===== src/rtl/lfsr_range_gen_if.sv =====
// Request/valid handshake bundle for lfsr_range_gen ranged draws.
// master = requester (lo/hi/req), slave = generator (busy/valid/value/fallback).
interface lfsr_range_gen_if #(
  parameter int OUT_W = 8
);
  logic             req;
  logic [OUT_W-1:0] lo;
  logic [OUT_W-1:0] hi;
  logic             busy;
  logic             valid;
  logic [OUT_W-1:0] value;
  logic             fallback;

  modport master (
    output req, lo, hi,
    input  busy, valid, value, fallback
  );

  modport slave (
    input  req, lo, hi,
    output busy, valid, value, fallback
  );
endinterface


===== src/rtl/lfsr_range_gen.sv =====
// XNOR Fibonacci LFSR with seed load, lock-up sanitising and a ranged draw
// by rejection sampling, falling back to lo after MAX_TRIES rejections.
//
// state  | meaning
// S_IDLE | waiting for req; LFSR advances only on i_step_en
// S_DRAW | one candidate checked per cycle; LFSR advances every cycle
module lfsr_range_gen #(
  parameter int               WIDTH     = 8,
  parameter logic [WIDTH-1:0] TAPS      = 'h1D,
  parameter int               OUT_W     = 8,
  parameter int               MAX_TRIES = 64
) (
  input  logic             clk,
  input  logic             reset,
  input  logic             i_step_en,
  input  logic             i_seed_load,
  input  logic [WIDTH-1:0] i_seed,
  output logic             o_lockup,
  output logic [WIDTH-1:0] o_raw,
  lfsr_range_gen_if.slave  bus
);

  localparam int TRY_W = (MAX_TRIES > 1) ? $clog2(MAX_TRIES) : 1;
  localparam logic [TRY_W-1:0] LAST_TRY = TRY_W'(MAX_TRIES - 1);
  localparam logic [WIDTH-1:0] ALL_ONES = '1;

  typedef enum logic {S_IDLE, S_DRAW} state_t;

  state_t           r_fsm;
  logic [WIDTH-1:0] r_state;
  logic [OUT_W-1:0] r_lo;
  logic [OUT_W-1:0] r_hi;
  logic [TRY_W-1:0] r_tries;
  logic             r_busy;
  logic             r_valid;
  logic [OUT_W-1:0] r_value;
  logic             r_fallback;
  logic             r_lockup;

  logic             w_fb;
  logic [WIDTH-1:0] w_next;
  logic [OUT_W-1:0] w_cand;
  logic             w_in_range;

  assign w_fb       = ~^(r_state & TAPS);
  assign w_next     = {w_fb, r_state[WIDTH-1:1]};
  assign w_cand     = r_state[OUT_W-1:0];
  assign w_in_range = (w_cand >= r_lo) && (w_cand <= r_hi);

  always_ff @(posedge clk) begin
    if (reset) begin
      r_fsm      <= S_IDLE;
      r_state    <= '0;
      r_lo       <= '0;
      r_hi       <= '0;
      r_tries    <= '0;
      r_busy     <= 1'b0;
      r_valid    <= 1'b0;
      r_value    <= '0;
      r_fallback <= 1'b0;
      r_lockup   <= 1'b0;
    end else begin
      r_valid    <= 1'b0;
      r_fallback <= 1'b0;
      r_lockup   <= 1'b0;

      // All-ones is a fixed point of XNOR feedback, so it is never let in.
      if (i_seed_load) begin
        if (i_seed == ALL_ONES) begin
          r_state  <= '0;
          r_lockup <= 1'b1;
        end else begin
          r_state <= i_seed;
        end
      end else if (r_state == ALL_ONES) begin
        r_state  <= '0;
        r_lockup <= 1'b1;
      end else if (i_step_en || (r_fsm == S_DRAW)) begin
        r_state <= w_next;
      end

      case (r_fsm)
        S_IDLE: begin
          if (bus.req) begin
            r_lo    <= bus.lo;
            r_hi    <= bus.hi;
            r_tries <= '0;
            if (bus.lo > bus.hi) begin
              r_valid    <= 1'b1;
              r_value    <= bus.lo;
              r_fallback <= 1'b1;
            end else begin
              r_fsm  <= S_DRAW;
              r_busy <= 1'b1;
            end
          end
        end
        S_DRAW: begin
          if (w_in_range) begin
            r_valid <= 1'b1;
            r_value <= w_cand;
            r_fsm   <= S_IDLE;
            r_busy  <= 1'b0;
          end else if (r_tries == LAST_TRY) begin
            r_valid    <= 1'b1;
            r_value    <= r_lo;
            r_fallback <= 1'b1;
            r_fsm      <= S_IDLE;
            r_busy     <= 1'b0;
          end else begin
            r_tries <= r_tries + TRY_W'(1);
          end
        end
        default: begin
          r_fsm  <= S_IDLE;
          r_busy <= 1'b0;
        end
      endcase
    end
  end

  assign bus.busy     = r_busy;
  assign bus.valid    = r_valid;
  assign bus.value    = r_value;
  assign bus.fallback = r_fallback;
  assign o_lockup     = r_lockup;
  assign o_raw        = r_state;

endmodule

===== src/flat_wrapper.sv =====
// flat-port wrapper written by rule: the top's interface ports become plain ports
module lfsr_range_gen_flat 
#(
  parameter int               WIDTH     = 8,
  parameter logic [WIDTH-1:0] TAPS      = 'h1D,
  parameter int               OUT_W     = 8,
  parameter int               MAX_TRIES = 64
)
  (clk, reset, i_step_en, i_seed_load, i_seed, o_lockup, o_raw, bus_req, bus_lo, bus_hi, bus_busy, bus_valid, bus_value, bus_fallback);
  lfsr_range_gen_if #(.OUT_W(OUT_W)) bus_i ();
  input  logic clk;
  input  logic reset;
  input  logic i_step_en;
  input  logic i_seed_load;
  input  logic [WIDTH-1:0] i_seed;
  output logic o_lockup;
  output logic [WIDTH-1:0] o_raw;
  input wire logic [$bits(bus_i.req)-1:0] bus_req;
  input wire logic [$bits(bus_i.lo)-1:0] bus_lo;
  input wire logic [$bits(bus_i.hi)-1:0] bus_hi;
  output wire logic [$bits(bus_i.busy)-1:0] bus_busy;
  output wire logic [$bits(bus_i.valid)-1:0] bus_valid;
  output wire logic [$bits(bus_i.value)-1:0] bus_value;
  output wire logic [$bits(bus_i.fallback)-1:0] bus_fallback;
  assign bus_i.req = bus_req;
  assign bus_i.lo = bus_lo;
  assign bus_i.hi = bus_hi;
  assign bus_busy = bus_i.busy;
  assign bus_valid = bus_i.valid;
  assign bus_value = bus_i.value;
  assign bus_fallback = bus_i.fallback;
  lfsr_range_gen #(.WIDTH(WIDTH), .TAPS(TAPS), .OUT_W(OUT_W), .MAX_TRIES(MAX_TRIES)) u_core (.clk(clk), .reset(reset), .i_step_en(i_step_en), .i_seed_load(i_seed_load), .i_seed(i_seed), .o_lockup(o_lockup), .o_raw(o_raw), .bus(bus_i));
endmodule

===== config.mk =====
export PLATFORM = sky130hd
export DESIGN_NAME = lfsr_range_gen_flat
export DESIGN_NICKNAME = d
export VERILOG_FILES = /design/src/rtl/lfsr_range_gen_if.sv /design/src/rtl/lfsr_range_gen.sv /design/src/flat_wrapper.sv
export SDC_FILE = /design/constraint.sdc
export NUM_CORES = 1
export LEC_CHECK = 0
export BUFFER_PORTS_ARGS = -buffer_cell sky130_fd_sc_hd__buf_2
export CAP_MARGIN = 20
export CORE_MARGIN = 3
export CORE_UTILIZATION = 45
export CTS_CLUSTER_SIZE = 30
export DETAILED_ROUTE_END_ITERATION = 8
export PLACE_DENSITY = 0.7
export SYNTH_ARGS = -nofsm -noshare
export SYNTH_HDL_FRONTEND = slang
export SYNTH_SLANG_ARGS = --single-unit

===== constraint.sdc =====
create_clock -name clk -period 2.2 [get_ports clk]
set_input_delay 0.44 -clock clk [delete_from_list [all_inputs] [get_ports clk]]
set_output_delay 0.44 -clock clk [all_outputs]
set_load 0.02 [all_outputs]

==> flow_metrics.py <==
metrics = {
    "outcome": {
        "outcome": "complete, but fails checks",
        "failed_checks": "setup timing",
    },
    "cells_and_area": {
        "final_core_util": 0.6363,
        "syn_to_final_growth_pct": 33.07,
        "multi_input_area_um2": 1550,
        "fin_nets": 451,
        "seqCellArea_um2": 868.3,
        "nFillCells": 464,
        "diodes": 0,
        "final_layout_size_suffix_gt1_frac": 0.3098,
    },
    "die": {
        "die_w_um": 80.83,
        "start_util": 0.4782,
        "coreArea_um2": 5270,
        "die_h_um": 80.83,
        "die_area_um2": 6533,
        "num_rows": 26,
        "io-pin-count": 49,
    },
    "grt": {
        "overflow": 0,
        "first_global_vias": 2378,
        "grt_max_degree": 44,
        "grt.total_usage": 0.2274,
        "grt_pass1_wl_um": 11480,
        "antenna_found_initial": 0,
    },
    "detailed_routing": {
        "routed_via_density": 5.445,
        "ant_nets": 0,
        "routed_wl_um": 7191,
        "drtPass1Iterations": 4,
        "vias": 2543,
        "drc_errors": 0,
        "wl_per_cell_um": 15.40,
        "drt_iter0_markers": 156,
    },
    "clock_tree": {
        "cts_sinks": 43,
        "cts_made_buffers": 5,
        "clockBufferDepth": 2,
        "h-tree-depth": 2,
        "cts_root_buffer": "clkbuf_8",
        "cts_tree": "built",
        "insertion_delay_ns": 0.30,
        "clkTransAtPathRegs_ns": 0.09,
    },
    "yosys": {
        "synth_cell_type_count": 41,
        "yosys-top-cells-area": "dfxtp_1, ha_1, nand2_1",
        "synth_warnings": 0,
        "yosysTopAreaCell": "dfxtp_1",
        "netlist_area_um2": 2520,
        "syn_inst": 312,
        "ys_seq_area_frac": 0.3416,
        "synth_nets": 367,
        "avgSynthCellArea_um2": 8.077,
        "yosys_register_bits": 43,
        "synth_enable_flop_cells": 0,
        "ys.flop_type": "dfxtp_1",
        "yosys.area.top_type_share": 0.3416,
        "ys_async_sr_fraction": 0,
    },
    "sta": {
        "clock_skew_ns": 0.01064,
        "setup_total_negative_slack_ns": -1.714,
        "fmax_mhz": 422.3,
        "period_minus_slack_ns": 2.368,
        "hold-worst-slack_ns": 0.3841,
        "hold_viol_final": 0,
        "setup_slack_ns": -0.1678,
        "rsz0062_at_grt": "true",
        "slew_viol_final": 0,
        "relSlewSlack": 0.6879,
        "worst_pin_slew_ns": 0.4682,
        "finalSetupViolCount": 14,
        "post-route-period-util": 1.076,
    },
    "setup_path": {
        "reg2reg_to": "u_core.bus.value[0]",
        "path_max_fanout": 8,
        "cp_cell_sequence": "inv_4 > ha_4 > nand2b_4 > a2111o_1 > a31oi_4 > nor3_4 > buf_12 > o31ai_4 > buf_6 > buf_16 > a211o_1 > a21oi_1",
        "cp.arrival_ns": 2.54,
        "start_kind": "flip-flop",
        "crit_type": "reg -> reg",
        "end_kind": "flip-flop",
        "rr_startpoint": "u_core.o_raw[0]",
        "critPathSlowestCell": "a2111o_1",
        "reg2reg_slack_ns": -0.17,
        "crit_buf_inv": 4,
        "cp.required_ns": 2.37,
        "reg2reg_depth": 12,
        "critPathMaxStageDelay_ns": 0.42,
        "critical_path.top_delay_family": "compound AO/OA/AOI/OAI gates",
    },
    "power_and_ir_drop": {
        "power_mw": 2.442,
        "p_leak_nw": 1.499,
        "p_per_area_nw_per_um2": 728.3,
        "ir_drop_uv": 474.5,
    },
    "placement": {
        "dp_hpwl_um": 5192,
        "gp_congestion": 0.8735,
        "numPortBuffers": 48,
    },
    "min_path": {
        "hp-start": "bus_hi[3]",
        "min_path_type": "in -> reg",
        "whs_path_depth": 3,
        "min_to": "u_core.r_hi[3]",
    },
    "job": {
        "maxCapViolCount": 0,
    },
}
-- stage by stage --
stage                     instances  cell area [µm²]  setup slack, ns
after global routing            467             3353          -0.2687
after global placement          449             3063          -0.2264
final                           467             3353          -0.1678
after floorplan                 312             2540         0.003308
after detailed placement        449             3063          -0.2853
after CTS                       464             3288         -0.09996
-- cells by family after synthesis --
family,after synthesis,share of synthesized area
and+or+nand+nor,111,0.2066
AOI/OAI and AO/OA,84,0.2319
buffers and inverters,43,0.07299
DFF,43,0.3416
adders and majority gates,26,0.1291
xor gates and xnor gates,4,0.01391
muxes,1,0.003972
-- timing repair --
item                                    CTS  global route
gates cloned                              1             0
hold buffers                              0             0
setup buffers                             6             4
pin swaps                                 2            12
gates resized for setup                   9             9
endpoints found under the setup margin   18            18
-- worst max path at each step --
stage | startpoint | to | slack, ns | depth (start not counted)
floorplan | u_core.o_raw[0] | u_core.bus.value[3] | 0.003 | 10
global placement | u_core.o_raw[1] | u_core.bus.value[5] | -0.23 | 9
detailed placement | u_core.r_hi[7] | u_core.bus.value[5] | -0.29 | 10
CTS | u_core.o_raw[0] | u_core.r_tries[3] | -0.1 | 10
global route | u_core.o_raw[0] | u_core.bus.value[0] | -0.27 | 12
finish | u_core.o_raw[0] | u_core.bus.value[0] | -0.17 | 12
-- worst register-to-register path, delay by kind of cell (launching register included) --
kind            cells  cell delay, ns
fa+ha+maj           1            0.19
compound gates      5            1.04
buf+inv             4            0.45
simple gates        2            0.19
flops               1            0.37
-- synth_stat cells, drive strengths merged (3+ instances only) --
| library cell | number |
|---|---|
| a211oi | 9 |
| a21oi | 31 |
| a22oi | 8 |
| a32o | 7 |
| buf | 4 |
| clkbuf | 13 |
| dfxtp | 43 |
| ha | 26 |
| inv | 25 |
| nand2 | 51 |
| nand2b | 3 |
| nand3 | 3 |
| nand3b | 3 |
| nand4 | 7 |
| nor2 | 24 |
| nor2b | 4 |
| nor3 | 11 |
| o211ai | 11 |
| o21ai | 6 |
| xnor2 | 3 |
-- placed cells by master (no fill, tap or decap), drive strengths merged, types with 3 or more instances in the layout --
cell    Yosys  routed
a22oi       8       8
nor2b       4       4
a32o        7       7
nand3       3       3
clkbuf     13       5
ha         26      26
buf         4      94
inv        25      25
a21oi      31      31
nor2       24      24
clkinv      1       3
nor3       11      11
a211oi      9       9
o21ai       6       6
nand2b      3       3
dfxtp      43      43
xnor2       3       3
o211ai     11      11
nand3b      3       3
nand4       7       7
nand2      51      51
-- state kept, by name, indices dropped and copies added (netlist names) --
signal               cells
u_core.o_raw             8
u_core.r_hi              8
u_core.bus.fallback      1
u_core.bus.value         8
u_core.r_lo              8
u_core.r_fsm             1
u_core.o_lockup          1
u_core.r_tries           6
u_core.bus.valid         1
u_core.bus.busy          1
-- power by group --
group,internal [mW],switching (mW)
logic,0.431,0.489
registers,0.844,0.0457
clock network,0.338,0.294
-- per-layer routing --
layer  part of all wire  wire length [µm]  GRT usage
met2               0.47              3378     0.3883
met5                  0                 0          0
met3              0.069               497    0.04656
met1               0.44              3172     0.2877
met4              0.020               143    0.06757
-- layout make-up --
cell class | instances | area share
Multi-Input combinational cell | 226 | 0.4623
Timing Repair Buffer | 94 | 0.1892
Sequential cell | 43 | 0.2590
Tap cell | 70 | 0.02612
Clock buffer | 5 | 0.02052
Clock inverter | 3 | 0.01306
Inverter | 26 | 0.02985
Note: power is estimated with default switching activity, not from simulation.
